--- src/rtl/seq_shift_add_multiplier.sv ---
// Iterative radix-2 shift-add multiplier, WIDTH x WIDTH -> 2*WIDTH, valid/ready on both sides.
// Optional macro SIGNED_MODE_EN adds a signed_mode port for two's-complement operands.
module seq_shift_add_multiplier #(
    parameter int WIDTH = 8
) (
    input  logic                 clk,
    input  logic                 rst_n,
    input  logic                 in_valid,
    output logic                 in_ready,
    input  logic [WIDTH-1:0]     a,
    input  logic [WIDTH-1:0]     b,
`ifdef SIGNED_MODE_EN
    input  logic                 signed_mode,
`endif
    output logic                 out_valid,
    input  logic                 out_ready,
    output logic [2*WIDTH-1:0]   product,
    output logic                 busy
);

    localparam int PW = 2 * WIDTH;
    localparam int CW = $clog2(WIDTH + 1);

    localparam logic [1:0] IDLE = 2'd0;
    localparam logic [1:0] CALC = 2'd1;
    localparam logic [1:0] DONE = 2'd2;

    logic [1:0]       state;
    logic [PW-1:0]    mcand;
    logic [PW-1:0]    acc;
    logic [PW-1:0]    partial;
    logic [PW-1:0]    acc_next;
    logic [PW-1:0]    mcand_ext;
    logic [WIDTH-1:0] mplier;
    logic [CW-1:0]    cnt;
    logic             last;

`ifdef SIGNED_MODE_EN
    logic sgn;

    assign mcand_ext = signed_mode ? {{WIDTH{a[WIDTH-1]}}, a} : {{WIDTH{1'b0}}, a};
`else
    assign mcand_ext = {{WIDTH{1'b0}}, a};
`endif

    assign last = (cnt == CW'(WIDTH - 1));

    // NOTE: acc_next gets a default before any branch so no latch is inferred.
    always_comb begin
        partial  = mcand << cnt;
        acc_next = acc;
        if (mplier[0]) begin
`ifdef SIGNED_MODE_EN
            // The multiplier MSB carries weight -2^(W-1) in two's complement.
            if (sgn && last) acc_next = acc - partial;
            else             acc_next = acc + partial;
`else
            acc_next = acc + partial;
`endif
        end
    end

    // NOTE: sequential state uses non-blocking assignments only.
    always_ff @(posedge clk or negedge rst_n) begin
        if (!rst_n) begin
            state  <= IDLE;
            mcand  <= '0;
            mplier <= '0;
            acc    <= '0;
            cnt    <= '0;
`ifdef SIGNED_MODE_EN
            sgn    <= 1'b0;
`endif
        end else begin
            case (state)
                IDLE: begin
                    if (in_valid) begin
                        mcand  <= mcand_ext;
                        mplier <= b;
                        acc    <= '0;
                        cnt    <= '0;
`ifdef SIGNED_MODE_EN
                        sgn    <= signed_mode;
`endif
                        state  <= CALC;
                    end
                end
                CALC: begin
                    acc    <= acc_next;
                    mplier <= mplier >> 1;
                    cnt    <= cnt + CW'(1);
                    if (last) state <= DONE;
                end
                DONE: begin
                    if (out_ready) state <= IDLE;
                end
                default: state <= IDLE;
            endcase
        end
    end

    assign in_ready  = (state == IDLE);
    assign out_valid = (state == DONE);
    assign busy      = (state != IDLE);
    assign product   = out_valid ? acc : '0;

endmodule

--- config.mk ---
export PLATFORM = sky130hd
export DESIGN_NAME = seq_shift_add_multiplier
export DESIGN_NICKNAME = d
export VERILOG_FILES = /design/src/rtl/seq_shift_add_multiplier.sv
export SDC_FILE = /design/constraint.sdc
export NUM_CORES = 1
export LEC_CHECK = 0
export ABC_AREA = 1
export BUFFER_PORTS_ARGS = -buffer_cell sky130_fd_sc_hd__buf_2
export CAP_MARGIN = 20
export CORE_UTILIZATION = 55
export CTS_CLUSTER_SIZE = 10
export DETAILED_ROUTE_END_ITERATION = 16
export GPL_TIMING_DRIVEN = 0
export HOLD_SLACK_MARGIN = 0.06
export PLACE_DENSITY = 0.88
export SYNTH_ARGS = -nofsm -noshare
export SYNTH_HDL_FRONTEND = slang
export SYNTH_SLANG_ARGS = --single-unit
export TNS_END_PERCENT = 5
--- constraint.sdc ---
create_clock -name clk -period 2.5 [get_ports clk]
set_input_delay 0.5 -clock clk [delete_from_list [all_inputs] [get_ports clk]]
set_output_delay 0.5 -clock clk [all_outputs]
set_load 0.02 [all_outputs]
==> results by group <==
Placement
  – Setup WS pre-CTS: -0.107 ns
  – Port Buffers: 38
  – GPL Wtd Cong: 0.941
  – Placed Area: 3170 um2
  – Placed Cells: 529
  – DPL Wire Length: 5.36 mm

Detailed routing
  – Drt total wl: 7.72 mm
  – Vias per cell: 5.47
  – Iter 0 DRT Violations: 214
  – ANT nets after route: 0
  – Post-DR wirelength/cell: 14.0 um
  – Drc violations: 0
  – Drt pass-1 iters: 5
  – Vias: 3008

Timing
  – Period utilization: 98.7%
  – Endpoints failing hold: 0
  – Crit path time final: 2.47 ns
  – Clock skew: 0.00957 ns
  – Worst rel slew slack: 42.9%
  – Final setup vio count: 0
  – Worst-margin pin slew: 0.857 ns
  – Fmax: 405 MHz
  – Final setup margin: 0.0329 ns
  – Setup TNS: 0 ns
  – Unrepaired setup endpoints after global routing: yes
  – Final Max Slew Viols: 0

Finish
  – Final non-filler cell total: 550
  – Fillers: 425
  – Final Cell Area: 3550 um2
  – Ant. Diodes: 0
  – Layout cells sized above 1: 29.0%
  – Layout Area Growth over Synthesis: 22.7%
  – Multi-input gate area in the final layout: 1860 um2
  – FF/Latch Area: 953 um2
  – Fin nets: 516

Global route
  – Largest net degree at the start of global routing: 39
  – Vias in the first global route: 2644
  – Initial antenna violation count: 0
  – GRT Total Usage: 27.7%
  – First-pass GRT wire length: 11.7 mm
  – GRT met2 Usage: 47.5%
  – GR Overflow Total: 0
  – Met1 Use GR: 34.9%
  – GR Util met3: 4.34%
  – Busiest layer in global routing: met2

Critical path
  – CP endpoint kind: flip-flop
  – Critical path startpoint category: flip-flop
  – Critical Path, Cell by Cell: buf_6 > o21ai_2 > inv_1 > a21oi_2 > buf_4 > o22ai_2 > ha_1 > buf_4 > nand2_1 > nor2_1 > a21oi_1 > nand3b_1 > nand3_1 > nand2_1
  – Buf/Inv on CP: 4
  – CP max-delay cell: dfrtp_2
  – CP Max Fanout: 5
  – Critical path class: reg -> reg
  – Critical Path AT: 2.66 ns
  – Family with the most delay on the worst path: compound AO/OA/AOI/OAI gates
  – Critical Path Max Stage Delay: 0.46 ns
  – CP required: 2.70 ns

Synthesis
  – Main synth FF type: dfrtp_1
  – Synth warn: 0
  – Mapped cell area: 2890 um2
  – Post-Syn Area per Cell: 6.87 um2
  – Seq cells post-synth: 38
  – Sequential share of the synthesized area: 32.9%
  – Cell count after synthesis: 421
  – Most frequent cell after synthesis: nand2_1
  – Synth top area share: 32.9%
  – Top cells by area, synth: dfrtp_1 33%, nand2_1 18%, ha_1 6.9%
  – Commonest cells in the synthesized netlist: 136 x nand2_1, 46 x inv_1, 40 x nor2_1
  – Post-synth top area cell: dfrtp_1
  – FFs w/ async S/R, synth: 100%
  – Mapped Nets: 458
  – Unique cell type count in the Yosys netlist: 42
  – Post-synth EDFFs: 0

Die
  – Row cnt: 26
  – Die width: 74.5 um
  – Die ar.: 5550 um2
  – Die height: 74.5 um
  – Core region area: 5070 um2
  – IO Pins: 39
  – Initial Util: 57.0%

Clock tree
  – Htree depth: 2
  – Clock Latency Late Sink: 0.30 ns
  – CTS tree: built
  – Clock sinks: 38
  – Root Buffer Master: clkbuf_8
  – TritonCTS Buffers: 5
  – Clock buffer depth: 2
  – Reg clk slew, reported paths: 0.09 ns

Min path
  – Hold Crit Class: in -> async

Power and ir drop
  – Sw Pwr: 2.82 mW
  – Pint: 2.58 mW
  – Sw frac: 52.2%
  – Logic pwr share: 71.1%
  – PwrDens: 1520 nW/um2
  – Maximum VDD drop: 0.708 mV
  – Overall power: 5.39 mW
  – Clk pwr share: 8.6%
  – Leak: 1.87 nW
  – Flop pwr share: 20.4%

Outcome
  – Outcome: finished clean

Run
  – Max_cap viols: 0
[repair_timing]
action | CTS | global route
hold buffers | 0 | 0
endpoints found under the setup margin | 4 | 11
gates cloned | 0 | 1
pin swaps | 2 | 20
gates resized for setup | 8 | 49
setup buffers | 1 | 11
[kinds of logic (layout without fill, tap and decap cells)]
kind of cell | after synthesis | after routing | synth area share (%)
adder cells (fa/ha/maj) | 17 | 17 | 7.61
AND/OR/NAND/NOR | 235 | 235 | 36.1
AO/OA/AOI/OAI | 66 | 66 | 13.6
flip-flops | 38 | 38 | 32.9
XOR/XNOR | 2 | 2 | 0.606
buffers and inverters | 63 | 122 | 9.26
[path summary, 6_finish.rpt]
check / from / end / slack, ns / cells after the start
worst max-delay path: cnt[0] / acc[14] / 0.03 / 14
worst min-delay path: rst_n / acc[1] / 0.30 / 1
worst max register to register: cnt[0] / acc[14] / 0.03 / 14
worst min register to register: mplier[5] / mplier[5] / 0.49 / 2
max in group asynchronous: rst_n / cnt[1] / 1.60 / 1
min in group clk: out_ready / state[1] / 0.38 / 2
[area by class of cell]
type | instances | share of cell area (%)
timing repair buffer | 51 | 8.04
multi-input combinational | 320 | 52.4
sequential | 38 | 26.9
tap | 70 | 2.47
clock buffer | 7 | 2.43
buffer | 9 | 1.90
clock inverter | 1 | 0.141
inverter | 54 | 5.78
[sequential cells by signal, indices dropped and copies added, names as in the netlist]
signal	flops
cnt	4
acc	16
state	2
mplier	8
mcand	8
[power by group through the flow]
stage	combinational (mW)	sequential, mW	clock, mW
after floorplan	2.38	1.02	0
after global placement	2.92	1.07	0
after detailed placement	3.01	1.08	0
after CTS	3.10	1.07	0.464
after global routing	4.18	1.12	0.484
final	3.83	1.10	0.462
[per-stage QoR]
step | util [%] | hold WS (ns)
6_report | 69.9 | 0.301
4_1_cts | 64.8 | 0.340
3_3_place_gp | 62.5 | 0.465
5_1_grt | 69.9 | 0.381
2_1_floorplan | - | 0.204
3_5_place_dp | 62.5 | 0.478
[per-layer routing]
metal,vias to the layer above,share of wire (%)
met5,-,0
met4,0,2.5
met3,23,5.9
met2,145,49
met1,1356,43
li1,1484,-
[cells in the final DEF, fill, tap and decap left out, drive strengths merged]
master,n
xnor2,1
clkbuf,8
o21ai,29
dfrtp,38
a22o,1
or2,3
a22oi,1
a21oi,18
nand3b,3
nand2,147
clkinv,2
nand4,2
inv,53
nor3,4
ha,16
o221ai,3
fa,1
o22ai,6
buf,59
a31oi,1
and2,1
o211ai,1
a21boi,1
a21o,3
nor2,44
xor2,1
o21bai,2
nand3,31
Power figures use the tool's default switching activity.
